[config.mk]
export PLATFORM = sky130hd
export DESIGN_NAME = crypto_job_sched
export DESIGN_NICKNAME = d
export VERILOG_FILES = /design/src/rtl/crypto_sched_pkg.sv /design/src/rtl/crypto_rr_arb2.sv /design/src/rtl/crypto_job_sched.sv
export SDC_FILE = /design/constraint.sdc
export NUM_CORES = 1
export LEC_CHECK = 0
export ABC_AREA = 1
export CAP_MARGIN = 40
export CORE_MARGIN = 2
export CORE_UTILIZATION = 30
export DETAILED_ROUTE_END_ITERATION = 8
export HOLD_SLACK_MARGIN = 0.12
export PLACE_DENSITY = 0.79
export SYNTH_ARGS = -nofsm -noshare
export SYNTH_HDL_FRONTEND = slang
export SYNTH_SLANG_ARGS = --single-unit
[constraint.sdc]
create_clock -name hclk -period 1.6 [get_ports hclk]
set_input_delay 0.32 -clock hclk [delete_from_list [all_inputs] [get_ports hclk]]
set_output_delay 0.32 -clock hclk [all_outputs]
set_load 0.01 [all_outputs]
[src/rtl/crypto_sched_pkg.sv]
// Shared types and helpers for the crypto job scheduler.
// Optional abort-on-silence behaviour is enabled by CRYPTO_SCHED_TIMEOUT_EN (see crypto_job_sched).
package crypto_sched_pkg;

    typedef enum logic [1:0] {
        ST_IDLE = 2'd0,
        ST_FEED = 2'd1,
        ST_WAIT = 2'd2,
        ST_DONE = 2'd3
    } sched_state_t;

    localparam int CH_W = 1;

    function automatic int clog2(input int n);
        int r;
        r = 0;
        for (int v = n - 1; v > 0; v = v >> 1) begin
            r = r + 1;
        end
        return r;
    endfunction

    // Counter width able to hold 0..n-1, never narrower than one bit.
    function automatic int cnt_w(input int n);
        return (n <= 1) ? 1 : clog2(n);
    endfunction

endpackage

[src/rtl/crypto_rr_arb2.sv]
// Two-requester round-robin arbiter; the pointer names the channel that wins a tie.
module crypto_rr_arb2 (
    input  logic       hclk,
    input  logic       hresetn,
    input  logic [1:0] req,
    input  logic       adv,
    input  logic       adv_ch,
    output logic [1:0] gnt
);

    logic ptr;

    // After serving adv_ch, the other channel gets priority.
    always_ff @(posedge hclk or negedge hresetn) begin
        if (!hresetn) begin
            ptr <= 1'b0;
        end else if (adv) begin
            ptr <= ~adv_ch;
        end
    end

    always_comb begin
        gnt = req;
        if (req == 2'b11) begin
            gnt = ptr ? 2'b10 : 2'b01;
        end
    end

endmodule

[src/rtl/crypto_job_sched.sv]
// Shares one cipher core between two job queues: arbitrate, stream a job in, count its results.
// Define CRYPTO_SCHED_TIMEOUT_EN to abort a job whose results stop arriving for TMO_CYC cycles.
//
// Handshake: a word moves into the core in any cycle where core_in_valid and core_ready are both
// high; core_in_valid is only raised when the queue head is present and the core is ready, and
// the same cycle pops the queue via chN_rd_en. Result words are single-cycle core_out_valid
// strobes with no back-pressure.
module crypto_job_sched
    import crypto_sched_pkg::*;
#(
    parameter int DW        = 32,
    parameter int BLK_WORDS = 8,
    parameter int RES_WORDS = 8,
    parameter int TMO_CYC   = 4096
) (
    input  logic          hclk,
    input  logic          hresetn,
    input  logic          ch0_blk_rdy,
    input  logic          ch0_empty,
    input  logic [DW-1:0] ch0_data,
    output logic          ch0_rd_en,
    input  logic          ch1_blk_rdy,
    input  logic          ch1_empty,
    input  logic [DW-1:0] ch1_data,
    output logic          ch1_rd_en,
    input  logic          core_ready,
    output logic          core_in_valid,
    output logic [DW-1:0] core_data,
    input  logic          core_out_valid,
    output logic          res_valid,
    output logic          res_ch,
    output logic [1:0]    grant,
    output logic          busy,
    output logic          job_done,
    output logic          err_stray,
    output logic          err_tmo,
    output logic [1:0]    state_dbg
);

    localparam int WCW = cnt_w(BLK_WORDS);
    localparam int RCW = cnt_w(RES_WORDS);

    sched_state_t   state;
    logic [WCW-1:0] word_cnt;
    logic [RCW-1:0] res_cnt;
    logic [1:0]     arb_gnt;
    logic           arb_adv;
    logic           in_job;
    logic           feed;
    logic           xfer;
    logic           sel_empty;
    logic [DW-1:0]  sel_data;
    logic           last_word;
    logic           last_res;
    logic           tmo_fire;

    crypto_rr_arb2 u_arb (
        .hclk    (hclk),
        .hresetn (hresetn),
        .req     ({ch1_blk_rdy, ch0_blk_rdy}),
        .adv     (arb_adv),
        .adv_ch  (res_ch),
        .gnt     (arb_gnt)
    );

    // res_ch doubles as the data-path select: it is loaded together with grant.
    assign sel_empty = res_ch ? ch1_empty : ch0_empty;
    assign sel_data  = res_ch ? ch1_data  : ch0_data;

    assign feed      = (state == ST_FEED);
    assign in_job    = (state == ST_FEED) || (state == ST_WAIT);
    assign xfer      = feed && core_ready && !sel_empty;

    assign core_in_valid = xfer;
    assign ch0_rd_en     = xfer && !res_ch;
    assign ch1_rd_en     = xfer &&  res_ch;
    assign core_data     = feed ? sel_data : '0;

    assign res_valid = core_out_valid && in_job;
    assign err_stray = core_out_valid && !in_job && hresetn;

    assign last_word = xfer && (word_cnt == WCW'(BLK_WORDS - 1));
    assign last_res  = res_valid && (res_cnt == RCW'(RES_WORDS - 1));

    assign busy      = (state != ST_IDLE);
    assign job_done  = (state == ST_DONE);
    assign state_dbg = state;
    assign arb_adv   = (state == ST_DONE) || tmo_fire;

`ifdef CRYPTO_SCHED_TIMEOUT_EN
    localparam int TW = cnt_w(TMO_CYC);
    logic [TW-1:0] tmo_cnt;

    // Held at zero outside WAIT, so it starts fresh on every WAIT entry.
    always_ff @(posedge hclk or negedge hresetn) begin
        if (!hresetn) begin
            tmo_cnt <= '0;
        end else if ((state != ST_WAIT) || core_out_valid) begin
            tmo_cnt <= '0;
        end else begin
            tmo_cnt <= tmo_cnt + TW'(1);
        end
    end

    assign tmo_fire = (state == ST_WAIT) && !core_out_valid && (tmo_cnt == TW'(TMO_CYC - 1));
`else
    assign tmo_fire = 1'b0;
`endif

    always_ff @(posedge hclk or negedge hresetn) begin
        if (!hresetn) begin
            state    <= ST_IDLE;
            grant    <= 2'b00;
            res_ch   <= 1'b0;
            word_cnt <= '0;
            res_cnt  <= '0;
            err_tmo  <= 1'b0;
        end else begin
            err_tmo <= 1'b0;
            case (state)
                ST_IDLE: begin
                    if (arb_gnt != 2'b00) begin
                        grant  <= arb_gnt;
                        res_ch <= arb_gnt[1];
                        state  <= ST_FEED;
                    end
                end
                ST_FEED: begin
                    if (xfer) begin
                        word_cnt <= word_cnt + WCW'(1);
                    end
                    if (res_valid) begin
                        res_cnt <= res_cnt + RCW'(1);
                    end
                    if (last_res) begin
                        state <= ST_DONE;
                    end else if (last_word) begin
                        state <= ST_WAIT;
                    end
                end
                ST_WAIT: begin
                    if (last_res) begin
                        res_cnt <= res_cnt + RCW'(1);
                        state   <= ST_DONE;
                    end else if (tmo_fire) begin
                        grant    <= 2'b00;
                        word_cnt <= '0;
                        res_cnt  <= '0;
                        err_tmo  <= 1'b1;
                        state    <= ST_IDLE;
                    end else if (res_valid) begin
                        res_cnt <= res_cnt + RCW'(1);
                    end
                end
                ST_DONE: begin
                    grant    <= 2'b00;
                    word_cnt <= '0;
                    res_cnt  <= '0;
                    state    <= ST_IDLE;
                end
                default: begin
                    state <= ST_IDLE;
                end
            endcase
        end
    end

endmodule

Word level (Yosys, flattened, before mapping)
Cells that the tools add are included.

Memory bits (writable): 0. Memories kept: 0. Bits in latches: 0. Logic and storage cells: 59. Memory bits (read-only): 0. Output and inout bits: 45. Flip-flop bits (word level): 12.

$lt $le $gt $ge: 0. Multiply operators: 0. Div/mod/pow operators: 0. Muxes and demuxes: 17. Bitwise gates (word level): 1. $add $sub $neg: 2. Eq/ne operators: 10. Shift operators: 0. Reduce and logical (&&, ||, !) cells: 23.

Operators by type and width (number): 32-bit two-way mux (2); 2-bit two-way mux (7); 1-bit logical AND (9); 3-bit two-way mux (3); 3-bit case mux with 3 select lines (1); 2-bit case mux with 4 select lines (1); 2-bit nonzero test (4); 3-bit by 1-bit adder with 3-bit output, second input constant (2); 2-bit == test, second input constant (3); 3-bit == test, second input constant (2); 3-bit case mux with 2 select lines (1); 2-bit AND reduction (3); 2-bit inequality test, second input constant (2); 2-bit case mux with 2 select lines (1); 1-bit zero test (3); 3-bit by 1-bit inequality test with 1-bit output, second input constant (1); 3-bit AND reduction (1); 3-bit nonzero test (1); 2-bit by 1-bit == test with 1-bit output, second input constant (1); 2-bit zero test (1); 2-bit by 1-bit inequality test with 1-bit output, second input constant (1); 1-bit logical OR (1); 1-bit two-way mux (1); 1-bit inverter (1).

Logic depth before layout (Yosys ltp)
Gate-level depths: netlist (run 1).

Word-level depth: 7. Gate-level depth with buffers: 10. Gate-level depth less buffers: 9.

By module
A second synthesis (run 1) with hierarchy kept.

Cells, all modules: 203. Area, all modules: 1203.7 µm².

Modules (own cells, without submodules): crypto_job_sched (times used 1, area an instance 1138.6 µm², cells each 192, sequential area each 275.3 µm²); crypto_rr_arb2 (times used 1, area an instance 65.1 µm², cells each 11, sequential area each 25.0 µm²).

Worst setup path after synthesis (run 1)
Ideal clock, no wire load.

Path type: flip-flop to output port. From: register state[1] (netlist: state_dbg[1]). To: output ch0_rd_en. Data arrival time: 1329 ps. Setup slack: -49 ps. Stages on the path, launching flop included: 10. Cells stage by stage: dfrtp_1 -> inv_1 -> ha_1 -> buf_6 -> nand2_4 -> a21oi_2 -> nand2_2 -> inv_1 -> nand2_1 -> inv_1.

Word-level cells in the longest chain between the ends: 4.

Ends and longest elaborated chain: start, declared (line crypto_job_sched.sv:43) `sched_state_t state;`; start signal, assigned (line crypto_job_sched.sv:112) `state <= ST_IDLE;`; start signal, assigned (line crypto_job_sched.sv:125) `state <= ST_FEED;`; start signal, assigned (line crypto_job_sched.sv:136) `state <= ST_DONE;`; 2-bit by 1-bit == test with 1-bit output (line crypto_job_sched.sv:70) `assign feed = (state == ST_FEED);`; 1-bit logical AND (2 in a row) (line crypto_job_sched.sv:72) `assign xfer = feed && core_ready && !sel_empty;`; named net core_in_valid (line crypto_job_sched.sv:27) `output logic core_in_valid,`; 1-bit logical AND (line crypto_job_sched.sv:75) `assign ch0_rd_en = xfer && !res_ch;`; end, declared (line crypto_job_sched.sv:21) `output logic ch0_rd_en,`.

The timed path passes the listed nets, and every way through them passes these cells.

Worst setup path in the final report (run 1)
From: register state[1] (netlist: state_dbg[1]). To: output ch0_rd_en.

Word-level cells in the longest chain between the ends: 4.

Ends and longest elaborated chain (line): 2-bit by 1-bit == test with 1-bit output (crypto_job_sched.sv:70); 1-bit logical AND (2 in a row) (crypto_job_sched.sv:72); 1-bit logical AND (crypto_job_sched.sv:75).

Every way passes these cells.

==> impl_results.md, run 1 <==
* Critical path class: reg -> out
* Max Cap Viol at 0
* Largest net degree at the start of global routing at 22
* Clk Latency, worst-skew pair at 0.25 ns
* Vias per inst at 4.604
* Setup WS pre-CTS at -0.5147 ns
* Initial Util at 30.97%
* Launch point of the worst reg-to-reg path: state_dbg[0]
* Syn nets at 279
* Mapped Area at 0.001230 sq mm
* Reg area at 301.5 sq um
* Wirelength per Cell at 13.15 um
* Worst Skew at 0.004455 ns
* CTS Sinks at 12
* Power Dens Cells at 1678 mW/mm^2
* Failing checks: negative setup slack
* Tot GR Track Use at 19.30%
* PortBufs at 115
* RePlAce Congestion at 0.7582
* Fillcell total at 347
* Crit path max-delay cell type: dfrtp_2
* Critical path cell sequence: inv_2 > ha_4 > nand2_4 > a21oi_2 > nand2_2 > inv_2 > nand2_1 > inv_1 > buf_2
* Multi-input gate area at 913.4 sq um
* Average size of a mapped cell at 6.212 sq um
* Number of synthesized register bits at 12
* Residual overflow from global routing at 0
* Dpl hpwl at 3745 um
* Vias in the first global route at 1641
* Die W at 68.03 um
* Clock buffer count from CTS at 3
* Post-DRT Antenna Nets at 0
* Final worst slack at -0.1455 ns
* Max-slew violation count at 0
* Area delta synth->final at 118.1%
* Clock root cell: clkbuf_8
* RSZ-0062 raised after global routing: yes
* Core ar. at 0.003971 sq mm
* CTS tree: built
* Crit path time final at 1.745 ns
* Status: finished with violations
* Worst-path clk slew at 0.06 ns
* H-tree depth at 1
* Yosys warning count at 0
* FMAX at 572.9 MHz
* Non-filler instance count after layout at 389
* Seq/Total Area, Yosys at 24.42%
* Worst path max stage delay at 0.40 ns
* Post-Syn Instances at 198
* Die area at 0.004628 sq mm
* CP endpoint kind: output pin
* CP dominant cell by count: inv_2
* Worst hold slack at 0.4232 ns
* Hold Violations, Final at 0
* CP max FO at 3
* FP Rows at 23
* Reg-to-reg slack, setup at 0 ns
* Worst endpoint data arrival time at 1.43 ns
* Final wirelength at 5117 um
* Cell family with most CP delay: flip-flops
* Initial antenna violation count at 0
* Worst Path Required at 1.28 ns
* Die height at 68.03 um
* Critical path launch point type: flip-flop
* Ratio of cells with drive above 1 in the final layout at 31.86%
* First-pass GRT wire length at 7038 um
* FF-to-FF path depth at 9
* Leak at 0.001327 uW
* Period utilisation layout at 109.1%
* # IOs at 117
* Setup violations, final at 39
* Min-Delay Path Class: in -> async
* DR pass1 iterations at 4
* Pwr Total at 4502 uW
* Vias post-DR at 1791
* Initial DRC count at 51
* Cell variety after synth at 26
* Max VDD drop at 1.041 mV
* Drt drc at 0
* Worst r2r dst: state_dbg[0]
* Cells after DPL at 375
* Net count, final at 421
* CP Buf/Inv Count at 4
* CTS max path bufs at 2
* Antenna Cells at 0
-- through the flow --
step / TNS (ns) / utilization, % / instance area [sq um]
after floorplan: -0.6158 / - / 1231
after global placement: -13.11 / 65.34 / 2595
after detailed placement: -14.26 / 65.34 / 2595
after CTS: -2.879 / 64.43 / 2559
after global routing: -4.853 / 67.55 / 2683
final: -1.944 / 67.55 / 2683
-- worst max-delay path by stage --
stage | endpoint | depth (start not counted) | start | slack, ns
2_1_floorplan | core_data[10] | 6 | state_dbg[1] | -0.02
3_3_place_gp | ch0_rd_en | 8 | core_ready | -0.49
3_5_place_dp | ch0_rd_en | 8 | core_ready | -0.51
4_1_cts | ch0_rd_en | 9 | state_dbg[1] | -0.17
5_1_grt | ch0_rd_en | 9 | state_dbg[1] | -0.21
6_report | ch0_rd_en | 9 | state_dbg[1] | -0.15
-- cells in the mapped netlist (all sizes together) --
| library cell | number | area [sq um] |
|---|---|---|
| nand2 | 19 | 88.84 |
| clkbuf | 6 | 22.52 |
| o32ai | 1 | 8.760 |
| nand4 | 3 | 18.77 |
| ha | 9 | 112.6 |
| nand3 | 2 | 10.01 |
| xnor2 | 1 | 8.760 |
| a21boi | 2 | 15.01 |
| o21ai | 41 | 209.0 |
| conb | 1 | 3.750 |
| nor3 | 1 | 5.000 |
| inv | 15 | 61.31 |
| dfrtp | 12 | 300.3 |
| o22ai | 1 | 6.260 |
| nor2 | 75 | 291.5 |
| buf | 6 | 45.04 |
| a21oi | 3 | 22.52 |
-- registers in the layout, summed over array words and instances, names as in the netlist --
register and flops:
grant 2, res_ch 1, res_cnt 3, state_dbg 2, u_arb.ptr 1, word_cnt 3
-- power breakdown --
part / switching [uW] / internal (uW) / leakage (uW)
logic: 1840 / 1760 / 0.00115
registers: 100 / 453 / 0.000147
clock network: 126 / 218 / 0.0000288
-- placed cells by master, fill, tap and decap left out, types with 5 or more instances in the layout --
| master | count |
|---|---|
| nand2_1 | 13 |
| buf_4 | 28 |
| nand2_4 | 5 |
| o21ai_0 | 5 |
| o21ai_1 | 32 |
| clkdlybuf4s50_1 | 73 |
| nor2_1 | 72 |
| inv_1 | 8 |
| buf_2 | 36 |
| dfrtp_1 | 11 |
-- logic make-up after synthesis --
group / Yosys count / synth area share [%]
compound gates: 48 / 21.26
xor+xnor: 1 / 0.7122
fa+ha+maj: 9 / 9.156
buf+inv: 27 / 10.48
flops: 12 / 24.42
other cells: 1 / 0.3049
simple gates: 100 / 33.67
-- metal layers --
layer | vias up | GRT usage [%] | wire length, um
met5 | - | 0 | 0
met4 | 0 | 4.000 | 34
met3 | 6 | 4.112 | 552
met2 | 83 | 38.59 | 2566
met1 | 786 | 20.30 | 1963
li1 | 916 | - | -
-- final cells by class --
cell class / instances / area share [%]
flip-flops and latches: 12 / 11.24
clock buffers: 4 / 2.052
multi-input cells: 159 / 34.05
repair buffers: 149 / 47.71
inverters: 15 / 2.612
well taps: 50 / 2.332
-- timing repair --
item / 4_1_cts / 5_1_grt
buffers inserted: 4 / 7
gates cloned: 0 / 0
resized for setup: 183 / 47
hold endpoints to repair: 0 / 0
hold buffers: 0 / 0
setup endpoints to repair: 46 / 48
pin swaps: 3 / 7
No activity file was read; power rests on OpenSTA's default activity.
==> inputs of run 2 (changes only) <==
--- a/config.mk
+++ b/config.mk
@@ -7,7 +7,6 @@
 export LEC_CHECK = 0
 export ABC_AREA = 1
 export CAP_MARGIN = 40
-export CORE_MARGIN = 2
 export CORE_UTILIZATION = 30
 export DETAILED_ROUTE_END_ITERATION = 8
 export HOLD_SLACK_MARGIN = 0.12
==> constraint.sdc (replaced) <==
create_clock -name hclk -period 1.87 [get_ports hclk]
set_input_delay 0.374 -clock hclk [delete_from_list [all_inputs] [get_ports hclk]]
set_output_delay 0.374 -clock hclk [all_outputs]
set_load 0.01 [all_outputs]
==> run 2 against run 1 <==
  * The run now ends clean
  * Non-clock buffer count shrank 8
  * Critical path depth is 7 lower
  * Via count down 2.2%
  * Clock power decreased by 17%
  * Combinational power down 22%
  * Clock-buffer cell count stayed put
  * Critical endpoint is now res_ch
  * Largest cell class unchanged
==> impl_results.md, run 2 (synthesized netlist as in run 1, its figures left out) <==
* Commonest non-fill, non-tap cells in the layout: clkdlybuf4s50_1 (76), nor2_1 (72), o21ai_0 (33), buf_2 (31), buf_4 (18) (was clkdlybuf4s50_1 (73), nor2_1 (72), buf_2 (36), o21ai_1 (32), buf_4 (28))
* Cells after DPL at 368 (was 375)
* Hold Violations, Final at 0 (unchanged)
* # IOs at 117 (unchanged)
* First-pass GRT wire length at 7196 um (was 7038 um)
* Biggest regs: res_cnt x3, word_cnt x3 (unchanged)
* Net count, final at 413 (was 421)
* FP Rows at 22 (was 23)
* CTS tree: built (unchanged)
* Fillcell total at 330 (was 347)
* Critical path class: reg -> out (unchanged)
* Initial antenna violation count at 0 (unchanged)
* Dpl hpwl at 3625 um (was 3745 um)
* Hold Buf Count CTS at 0 (unchanged)
* Pint at 1991 uW (was 2435 uW)
* Die area at 0.004360 sq mm (was 0.004628 sq mm)
* RePlAce Congestion at 0.8765 (was 0.7582)
* RSZ-0062 raised after global routing: yes (unchanged)
* Antenna Cells at 0 (unchanged)
* Initial Util at 32.38% (was 30.97%)
* Area delta synth->final at 112.7% (was 118.1%)
* Vias in the first global route at 1603 (was 1641)
* H-tree depth at 1 (unchanged)
* Clock root cell: clkbuf_8 (unchanged)
* Die height at 66.03 um (was 68.03 um)
* Worst-path clk slew at 0.05 ns (was 0.06 ns)
* Ratio of cells with drive above 1 in the final layout at 26.59% (was 31.86%)
* Most common cell after layout, fill and taps aside: clkdlybuf4s50_1 (unchanged)
* Power Dens Cells at 1376 mW/mm^2 (was 1678 mW/mm^2)
* CP endpoint kind: output pin (unchanged)
* Post-route cell area at 0.002616 sq mm (was 0.002683 sq mm)
* Core ar. at 0.003799 sq mm (was 0.003971 sq mm)
* Psw at 1610 uW (was 2067 uW)
* DP Area at 0.002541 sq mm (was 0.002595 sq mm)
* Critical path launch point type: flip-flop (unchanged)
* Non-filler instance count after layout at 379 (was 389)
* Leak at 0.001270 uW (was 0.001327 uW)
* Max VDD drop at 0.9611 mV (was 1.041 mV)
* Status: complete, no violations (was finished with violations)
* Period utilisation layout at 98.82%
* Post-DRT Antenna Nets at 0 (unchanged)
* Initial DRC count at 70 (was 51)
* Largest net degree at the start of global routing at 17 (was 22)
* Worst Path Required at 1.50 ns (was 1.28 ns)
* Vias per inst at 4.620 (was 4.604)
* Setup violations, final at 0 (was 39)
* DR pass1 iterations at 4 (unchanged)
* Final wirelength at 4771 um (was 5117 um)
* Final worst slack at 0.02199 ns (was -0.1455 ns)
* FMAX at 541.1 MHz
* Setup WS pre-CTS at -0.3865 ns (was -0.5147 ns)
* Setup TNS at 0 ns (was -1.944 ns)
* Tot GR Track Use at 20.79% (was 19.30%)
* PortBufs at 115 (unchanged)
* Max-slew violation count at 0 (unchanged)
* Crit path time final at 1.848 ns
* Worst Skew at 0.003143 ns (was 0.004455 ns)
* CTS Sinks at 12 (unchanged)
* Residual overflow from global routing at 0 (unchanged)
* Min-Delay Path Class: in -> async (unchanged)
* Clock power frac at 8.0% (was 7.6%)
* Sw Share at 44.71% (was 45.91%)
* CTS max path bufs at 2 (unchanged)
* Wirelength per Cell at 12.59 um (was 13.15 um)
* CP max FO at 14 (was 3)
* Die W at 66.03 um (was 68.03 um)
* Part of the power in registers at 13.5% (was 12.3%)
* Pwr Total at 3601 uW (was 4502 uW)
* Clk Latency, worst-skew pair at 0.24 ns (was 0.25 ns)
* Clock buffer count from CTS at 3 (unchanged)
* Vias post-DR at 1751 (was 1791)
* Worst endpoint data arrival time at 1.47 ns (was 1.43 ns)
* Comb power frac at 78.6% (was 80.1%)
* Drt drc at 0 (unchanged)
* Max Cap Viol at 0 (unchanged)
-- run 2: changes by cell type in the layout (fill, tap and decap cells not counted), sizes merged --
cell,previous run,this run
buf,72,56
clkdlybuf4s15,0,4
clkdlybuf4s50,73,76
clkbuf,5,7
clkinvlp,1,0
dlymetal6s2s,2,1
inv,14,15
-- run 2: metal layers --
layer  global-route usage, %  part of all wire [%]  vias up
met4                   3.989                  0.57        0
met3                   3.621                   9.1        3
met2                   40.43                    51       74
li1                        -                     -      903
met1                   23.25                    40      771
met5                       0                     0        -
-- run 2: area by class of cell --
cell class	instances	area, sq um	share of cell area [%]
Timing Repair Buffer	141	1270	48.54
Multi-Input combinational cell	159	865.8	33.09
Sequential cell	12	301.5	11.53
Inverter	15	63.81	2.439
Tap cell	48	60.06	2.296
Clock buffer	4	55.05	2.104
-- run 2: critical path: stages, from the launching register on --
cell and delay, ns:
dfrtp_2 0.44, buf_4 0.23, clkdlybuf4s50_1 0.56
-- run 2: repair_timing --
item | 4_1_cts | 5_1_grt
resized for setup | 149 | 24
setup buffers | 5 | 0
setup endpoints to repair | 39 | 28
gates cloned | 1 | 1
pin swaps | 2 | 3
-- run 2: through the flow --
| stage | hold WS (ns) | utilization (%) |
|---|---|---|
| 2_1_floorplan | 0.07841 | - |
| 3_3_place_gp | 0.4741 | 66.90 |
| 3_5_place_dp | 0.5046 | 66.90 |
| 4_1_cts | 0.4637 | 67.39 |
| 5_1_grt | 0.5052 | 68.87 |
| 6_report | 0.4722 | 68.87 |
-- run 2: worst paths after layout --
kind / endpoint / slack [ns] / startpoint / cells past startpoint
min in group hclk: word_cnt[0] / 0.51 / word_cnt[0] / 1
worst min register to register: word_cnt[0] / 0.51 / word_cnt[0] / 1
worst max-delay path: res_ch / 0.02 / res_ch / 2
worst max register to register: state_dbg[1] / 0.27 / state_dbg[0] / 11
max in group asynchronous: res_ch / 1.23 / hresetn / 2
worst min-delay path: grant[1] / 0.47 / hresetn / 2
-- run 2: power by group through the flow --
| stage | logic (uW) | clock network, uW | registers [uW] |
|---|---|---|---|
| 3_5_place_dp | 2710 | 0 | 482 |
| 3_3_place_gp | 2670 | 0 | 477 |
| 2_1_floorplan | 1310 | 0 | 492 |
| 5_1_grt | 3120 | 301 | 502 |
| 6_report | 2830 | 287 | 486 |
| 4_1_cts | 2710 | 293 | 484 |
